$ cat src/rtl/inst_buffer_if.sv
// inst_buffer_if: fetch-side push and decode-side pop bundle for the dual-issue instruction queue.
interface inst_buffer_if;
   logic        flush;
   logic [1:0]  if_valid;
   logic [63:0] if_pc;
   logic [63:0] if_inst;
   logic [1:0]  if_is_exc;
   logic [13:0] if_exc_cause;
   logic        if_ready;
   logic [1:0]  id_valid;
   logic [63:0] id_pc;
   logic [63:0] id_inst;
   logic [1:0]  id_is_exc;
   logic [13:0] id_exc_cause;
   logic [1:0]  id_accept;
   modport master (
      output flush, if_valid, if_pc, if_inst, if_is_exc, if_exc_cause, id_accept,
      input  if_ready, id_valid, id_pc, id_inst, id_is_exc, id_exc_cause
   );
   modport slave (
      input  flush, if_valid, if_pc, if_inst, if_is_exc, if_exc_cause, id_accept,
      output if_ready, id_valid, id_pc, id_inst, id_is_exc, id_exc_cause
   );
endinterface

$ cat src/rtl/inst_buffer.sv
// inst_buffer: circular dual-push / dual-pop queue of {pc, inst, fetch exception} between IF and ID.
module inst_buffer #(
   parameter int DEPTH = 8,
   parameter int PTR_W = 3
) (
   input logic         clk,
   input logic         rst_n,
   inst_buffer_if.slave bus
);
   typedef struct packed {
      logic [31:0] pc;
      logic [31:0] inst;
      logic        is_exc;
      logic [6:0]  cause;
   } entry_t;

   entry_t             mem_q [DEPTH];
   logic [PTR_W-1:0]   rd_ptr_q, wr_ptr_q, rd_nxt;
   logic [PTR_W:0]     count_q;
   logic               ready;
   logic [1:0]         valid, push_en, push_num, pop_num;
   entry_t             in0, in1, h0, h1;

   assign ready    = count_q <= (PTR_W+1)'(DEPTH-2);
   assign valid    = {count_q >= (PTR_W+1)'(2), count_q != '0};
   assign push_en  = bus.if_valid & {2{ready}};
   assign push_num = {1'b0, push_en[0]} + {1'b0, push_en[1]};
   // id_accept is a thermometer; a slot only pops if it and every older slot are valid and accepted
   assign pop_num  = (bus.id_accept[0] & valid[0]) ? ((bus.id_accept[1] & valid[1]) ? 2'd2 : 2'd1) : 2'd0;
   assign rd_nxt   = rd_ptr_q + PTR_W'(1);

   assign in0 = {bus.if_pc[31:0], bus.if_inst[31:0], bus.if_is_exc[0], bus.if_exc_cause[6:0]};
   assign in1 = {bus.if_pc[63:32], bus.if_inst[63:32], bus.if_is_exc[1], bus.if_exc_cause[13:7]};
   assign h0  = valid[0] ? mem_q[rd_ptr_q] : '0;
   assign h1  = valid[1] ? mem_q[rd_nxt] : '0;

   assign bus.if_ready     = ready;
   assign bus.id_valid     = valid;
   assign bus.id_pc        = {h1.pc, h0.pc};
   assign bus.id_inst      = {h1.inst, h0.inst};
   assign bus.id_is_exc    = {h1.is_exc, h0.is_exc};
   assign bus.id_exc_cause = {h1.cause, h0.cause};

   always_ff @(posedge clk or negedge rst_n) begin
      if (!rst_n) begin
         for (int i = 0; i < DEPTH; i++) mem_q[i] <= '0;
         rd_ptr_q <= '0;
         wr_ptr_q <= '0;
         count_q  <= '0;
      end else if (bus.flush) begin
         rd_ptr_q <= '0;
         wr_ptr_q <= '0;
         count_q  <= '0;
      end else begin
         // slot1 lands directly at the tail when slot0 is not pushed
         if (push_en[0]) mem_q[wr_ptr_q] <= in0;
         if (push_en[1]) mem_q[wr_ptr_q + PTR_W'(push_en[0])] <= in1;
         wr_ptr_q <= wr_ptr_q + PTR_W'(push_num);
         rd_ptr_q <= rd_ptr_q + PTR_W'(pop_num);
         count_q  <= count_q + (PTR_W+1)'(push_num) - (PTR_W+1)'(pop_num);
      end
   end
endmodule

$ cat src/flat_wrapper.sv
// flat-port wrapper written by rule: the top's interface ports become plain ports
module inst_buffer_flat 
#(
   parameter int DEPTH = 8,
   parameter int PTR_W = 3
)
  (clk, rst_n, bus_flush, bus_if_valid, bus_if_pc, bus_if_inst, bus_if_is_exc, bus_if_exc_cause, bus_id_accept, bus_if_ready, bus_id_valid, bus_id_pc, bus_id_inst, bus_id_is_exc, bus_id_exc_cause);
  inst_buffer_if bus_i ();
  input logic clk;
  input logic rst_n;
  input wire logic [$bits(bus_i.flush)-1:0] bus_flush;
  input wire logic [$bits(bus_i.if_valid)-1:0] bus_if_valid;
  input wire logic [$bits(bus_i.if_pc)-1:0] bus_if_pc;
  input wire logic [$bits(bus_i.if_inst)-1:0] bus_if_inst;
  input wire logic [$bits(bus_i.if_is_exc)-1:0] bus_if_is_exc;
  input wire logic [$bits(bus_i.if_exc_cause)-1:0] bus_if_exc_cause;
  input wire logic [$bits(bus_i.id_accept)-1:0] bus_id_accept;
  output wire logic [$bits(bus_i.if_ready)-1:0] bus_if_ready;
  output wire logic [$bits(bus_i.id_valid)-1:0] bus_id_valid;
  output wire logic [$bits(bus_i.id_pc)-1:0] bus_id_pc;
  output wire logic [$bits(bus_i.id_inst)-1:0] bus_id_inst;
  output wire logic [$bits(bus_i.id_is_exc)-1:0] bus_id_is_exc;
  output wire logic [$bits(bus_i.id_exc_cause)-1:0] bus_id_exc_cause;
  assign bus_i.flush = bus_flush;
  assign bus_i.if_valid = bus_if_valid;
  assign bus_i.if_pc = bus_if_pc;
  assign bus_i.if_inst = bus_if_inst;
  assign bus_i.if_is_exc = bus_if_is_exc;
  assign bus_i.if_exc_cause = bus_if_exc_cause;
  assign bus_i.id_accept = bus_id_accept;
  assign bus_if_ready = bus_i.if_ready;
  assign bus_id_valid = bus_i.id_valid;
  assign bus_id_pc = bus_i.id_pc;
  assign bus_id_inst = bus_i.id_inst;
  assign bus_id_is_exc = bus_i.id_is_exc;
  assign bus_id_exc_cause = bus_i.id_exc_cause;
  inst_buffer #(.DEPTH(DEPTH), .PTR_W(PTR_W)) u_core (.clk(clk), .rst_n(rst_n), .bus(bus_i));
endmodule
$ cat config.mk
export PLATFORM = sky130hd
export DESIGN_NAME = inst_buffer_flat
export DESIGN_NICKNAME = d
export VERILOG_FILES = /design/src/rtl/inst_buffer_if.sv /design/src/rtl/inst_buffer.sv /design/src/flat_wrapper.sv
export SDC_FILE = /design/constraint.sdc
export NUM_CORES = 2
export LEC_CHECK = 0
export CORE_UTILIZATION = 43
export CTS_CLUSTER_DIAMETER = 30
export DETAILED_ROUTE_END_ITERATION = 16
export GPL_ROUTABILITY_DRIVEN = 0
export PLACE_DENSITY_LB_ADDON = 0.25
export SLEW_MARGIN = 5
export SYNTH_ARGS = -nofsm -noshare
export SYNTH_HDL_FRONTEND = slang
export SYNTH_SLANG_ARGS = --single-unit
$ cat constraint.sdc
create_clock -name clk -period 5.53 [get_ports clk]
set_input_delay 0.553 -clock clk [delete_from_list [all_inputs] [get_ports clk]]
set_output_delay 0.553 -clock clk [all_outputs]
set_load 0.05 [all_outputs]
==> flow_results.org <==
** Routing
- The first routing iteration left 5055 violations.
- Detailed-router iteration count before antenna repair :: 6
- Avg Vias per Cell :: 7.14
- Summed over all layers, the routed wires come to 156 mm.
- Detailed-route via count :: 36362
- In the final routed layout, each cell accounts on average for 30.7 µm.
- Post-route DRC :: 0
- The count of nets left with antenna violations once routing finished came out at 0.

** Global route
- Total congestion overflow after global routing :: 0
- Vias in the first global route :: 36353
- Wire length of the first global-routing pass :: 233 mm
- Met2 layer usage reported by global route :: 52.9%
- The initial antenna violation count was 2.
- Global-route layer with the greatest usage :: met2
- Global routing used 45.0% of the available met1 tracks.
- Maximum number of pins on one net before global-route repair :: 186
- Global routing consumed, on the met3 layer, 9.44% of the routing resources.
- Across every metal layer, demand over resource in global routing totals 34.6%.

** Timing
- For the finished layout, the period the worst path requires is 4.97 ns.
- Final setup TNS :: 0 ns
- Setup repair after global routing left no endpoint under its margin.
- Highest attainable clock frequency :: 201 MHz
- Clock skew on the completed layout was measured at 0.0341 ns.
- Max-Slew Margin vs Limit :: 21.0%
- Setup violations remaining at the end of the flow were counted as 0.
- WHS :: 0.461 ns
- The count of final max-slew check failures was 0.
- The final count of hold timing violations came to 0.
- At the pin with the least slew margin, the transition time is 1.18 ns.
- Portion of the clock cycle consumed by the worst path in the final layout :: 89.8%
- Final critical-path setup slack :: 0.561 ns

** Place
- The count of buffers added on input and output ports is 297.
- Worst slack, placed :: 1.26 ns
- In this run the cell area measured after placement is 41300 µm².
- Detail Placement HPWL :: 82.9 mm

** Clock network
- Number of sinks on the clock net :: 586
- Clock tree root buffer cell :: sky130_fd_sc_hd__clkbuf_16
- Number of buffers added by the clock tree synthesis step :: 152
- The later pin in the worst-skew pair is clocked with a latency of 0.75 ns.
- Largest buffer count on any clock path :: 3
- The H-tree was split into 4 levels.
- After clock tree synthesis, the clock-pin slew on the worst setup and hold paths is 0.04 ns.
- TritonCTS built the clock tree.

** Worst setup path
- The worst setup path is of the reg2out kind.
- Cells along the critical path :: ha_4, buf_12, buf_12, mux4_2, nand2_1, a21oi_1, clkdlybuf4s50_1
- The most numerous cell type found on the critical path is sky130_fd_sc_hd__buf_12.
- The worst setup path is launched from a register.
- Critical path data arrival time :: 4.42 ns
- The number of buffers and inverters on the critical path is 3.
- STA classifies the critical path endpoint as a primary output.
- Delay of the slowest cell on the worst path :: 0.90 ns
- In this run the worst path has a maximum fanout of 35.
- Required time at the endpoint of the critical path :: 4.98 ns
- Crit path max-delay cell type :: sky130_fd_sc_hd__clkdlybuf4s50_1
- The cell family contributing the most delay on the critical path is buffers and inverters.

** Hold path
- The tightest min-delay check is of the in2async type.

** Layout
- The library cell used most frequently in the layout, excluding fill and tap cells, is sky130_fd_sc_hd__nor2_1.
- Cells with a size suffix above 1 make up 17.0% of the layout.
- For this run, the share of the core covered by cells in the final layout is 54.4%.
- The number of antenna diodes in the final layout is 0.
- Commonest cells after routing, fill and taps aside :: sky130_fd_sc_hd__nor2_1, sky130_fd_sc_hd__dfrtp_1, sky130_fd_sc_hd__a31oi_1, sky130_fd_sc_hd__o22a_1, sky130_fd_sc_hd__clkdlybuf4s50_1
- Final cell area excluding filler cells :: 46700 µm²
- For this run, the post-layout net count is 3994.
- Area delta synth->final :: 24.4%
- Fillers :: 7267

** Power and ir drop
- Summed over all cells, the static leakage comes to 18.6 nW.
- Power Dens Cells :: 761 nW/µm²
- Worst IR Drop VDD :: 0.612 mV

** Yosys
- Proportion of register bits with asynchronous set or reset after synthesis :: 100%
- Synth Cell Area :: 37500 µm²
- Of the synthesized area, sequential elements account for 39.1%.
- Net count after synthesis :: 3889
- Synthesis produced a netlist whose cell count is 3721.
- Flop and latch count out of synthesis :: 586
- Yosys Warn Count :: 0
- The most used flip-flop cell after synthesis is sky130_fd_sc_hd__dfrtp_1.
- Post-Synthesis Mean Instance Area :: 10.1 µm²
- Yosys mapped a number of flops with a built-in enable equal to 0.
- The synthesized netlist contains 35 unique library cells.

** Die
- The die is 297 µm tall.
- The initialized floorplan defines 107 standard-cell rows.
- 298 I/O pins were placed.
- The die covers 88500 µm².
- Die boundary width :: 297 µm
- Starting density of the core :: 43.7%
- The core region is 85800 µm².

** Flow run
- Number of maximum-capacitance violations :: 0

** Run status
- The run finished with clean final reports.
==> through the flow <==
step                      instances  power [mW]
after global placement         4815        25.7
after detailed placement       4815        26.0
after CTS                      5090        35.3
after global routing           5090        36.8
after floorplan                3721        20.2
final                          5090        35.5
==> registers in the layout, indices dropped and copies added, names as in the netlist <==
signal	cells
u_core.count_q	4
u_core.rd_ptr_q	3
u_core.mem_q	576
u_core.wr_ptr_q	3
==> worst paths after layout <==
path                                                from                            end  slack (ns)  cells past startpoint
hold / removal                                     rst_n  u_core.mem_q[166]$_DFFE_PN0N_        0.46                      2
max in group asynchronous                          rst_n  u_core.mem_q[561]$_DFFE_PN0N_        3.67                      3
hold reg to reg            u_core.mem_q[338]$_DFFE_PN0N_  u_core.mem_q[338]$_DFFE_PN0N_        0.52                      1
setup reg to reg             u_core.count_q[3]$_DFF_PN0_   u_core.mem_q[82]$_DFFE_PN0N_        1.07                     13
setup / recovery            u_core.rd_ptr_q[1]$_DFF_PN0_                  bus_id_pc[35]        0.56                      7
min in group clk           u_core.mem_q[338]$_DFFE_PN0N_  u_core.mem_q[338]$_DFFE_PN0N_        0.52                      1
==> synthesized netlist by cell type (42+ instances only) <==
cell	instances	area share, %
sky130_fd_sc_hd__a21oi_1	75	1.0
sky130_fd_sc_hd__a31oi_1	539	9.0
sky130_fd_sc_hd__buf_1	42	0.42
sky130_fd_sc_hd__buf_2	93	1.2
sky130_fd_sc_hd__clkbuf_1	299	3.0
sky130_fd_sc_hd__dfrtp_1	586	39
sky130_fd_sc_hd__mux2i_1	72	1.9
sky130_fd_sc_hd__mux4_2	288	17
sky130_fd_sc_hd__nand2_1	185	1.9
sky130_fd_sc_hd__nor2_1	763	7.6
sky130_fd_sc_hd__nor2b_1	81	1.4
sky130_fd_sc_hd__o22a_1	539	13
==> metal layers <==
| metal | routed length (µm) | share of wire [%] |
|---|---|---|
| met1 | 58900 | 38 |
| met2 | 71300 | 46 |
| met3 | 18300 | 12 |
| met4 | 7870 | 5.0 |
| met5 | 27 | 0.017 |
==> worst reg2reg max path: cells and delay by family, from the launching register on <==
kind                     cells  cell delay [ns]
adder cells (fa/ha/maj)      3             0.66
AO/OA/AOI/OAI                1             0.22
buffers and inverters        4             1.50
XOR/XNOR                     1             0.55
AND/OR/NAND/NOR              4             1.04
flip-flops                   1             0.37
==> logic make-up after synthesis <==
logic type / synth area share (%)
AO/OA/AOI/OAI: 23.8
XOR/XNOR: 0.273
adder cells (fa/ha/maj): 0.607
buffers and inverters: 4.75
flip-flops: 39.1
multiplexers: 19.2
AND/OR/NAND/NOR: 12.3
==> report_power, final <==
part           internal [mW]  leakage (nW)  total (mW)  switching (mW)
clock                   6.43          2.62        9.21            2.78
combinational           7.70          8.49        18.6            10.9
sequential              6.13          7.46        7.74            1.61
total                   20.2          18.6        35.5            15.3
==> repair_timing <==
item                      4_1_cts  5_1_grt
hold endpoints to repair       74        0
hold buffers                    1        0
setup buffers                   0        0
gates resized for setup         0        0
==> cell type report <==
class                           count  area [µm²]  share of cell area (%)
Clock buffer                      217        4540                    9.72
Clock inverter                     57         812                    1.74
Inverter                           10        37.5                  0.0804
Multi-Input combinational cell   2691       21300                    45.7
Sequential cell                   586       14700                    31.4
Tap cell                         1144        1430                    3.07
Timing Repair Buffer              385        3860                    8.28
No activity file was read; power rests on OpenSTA's default activity.
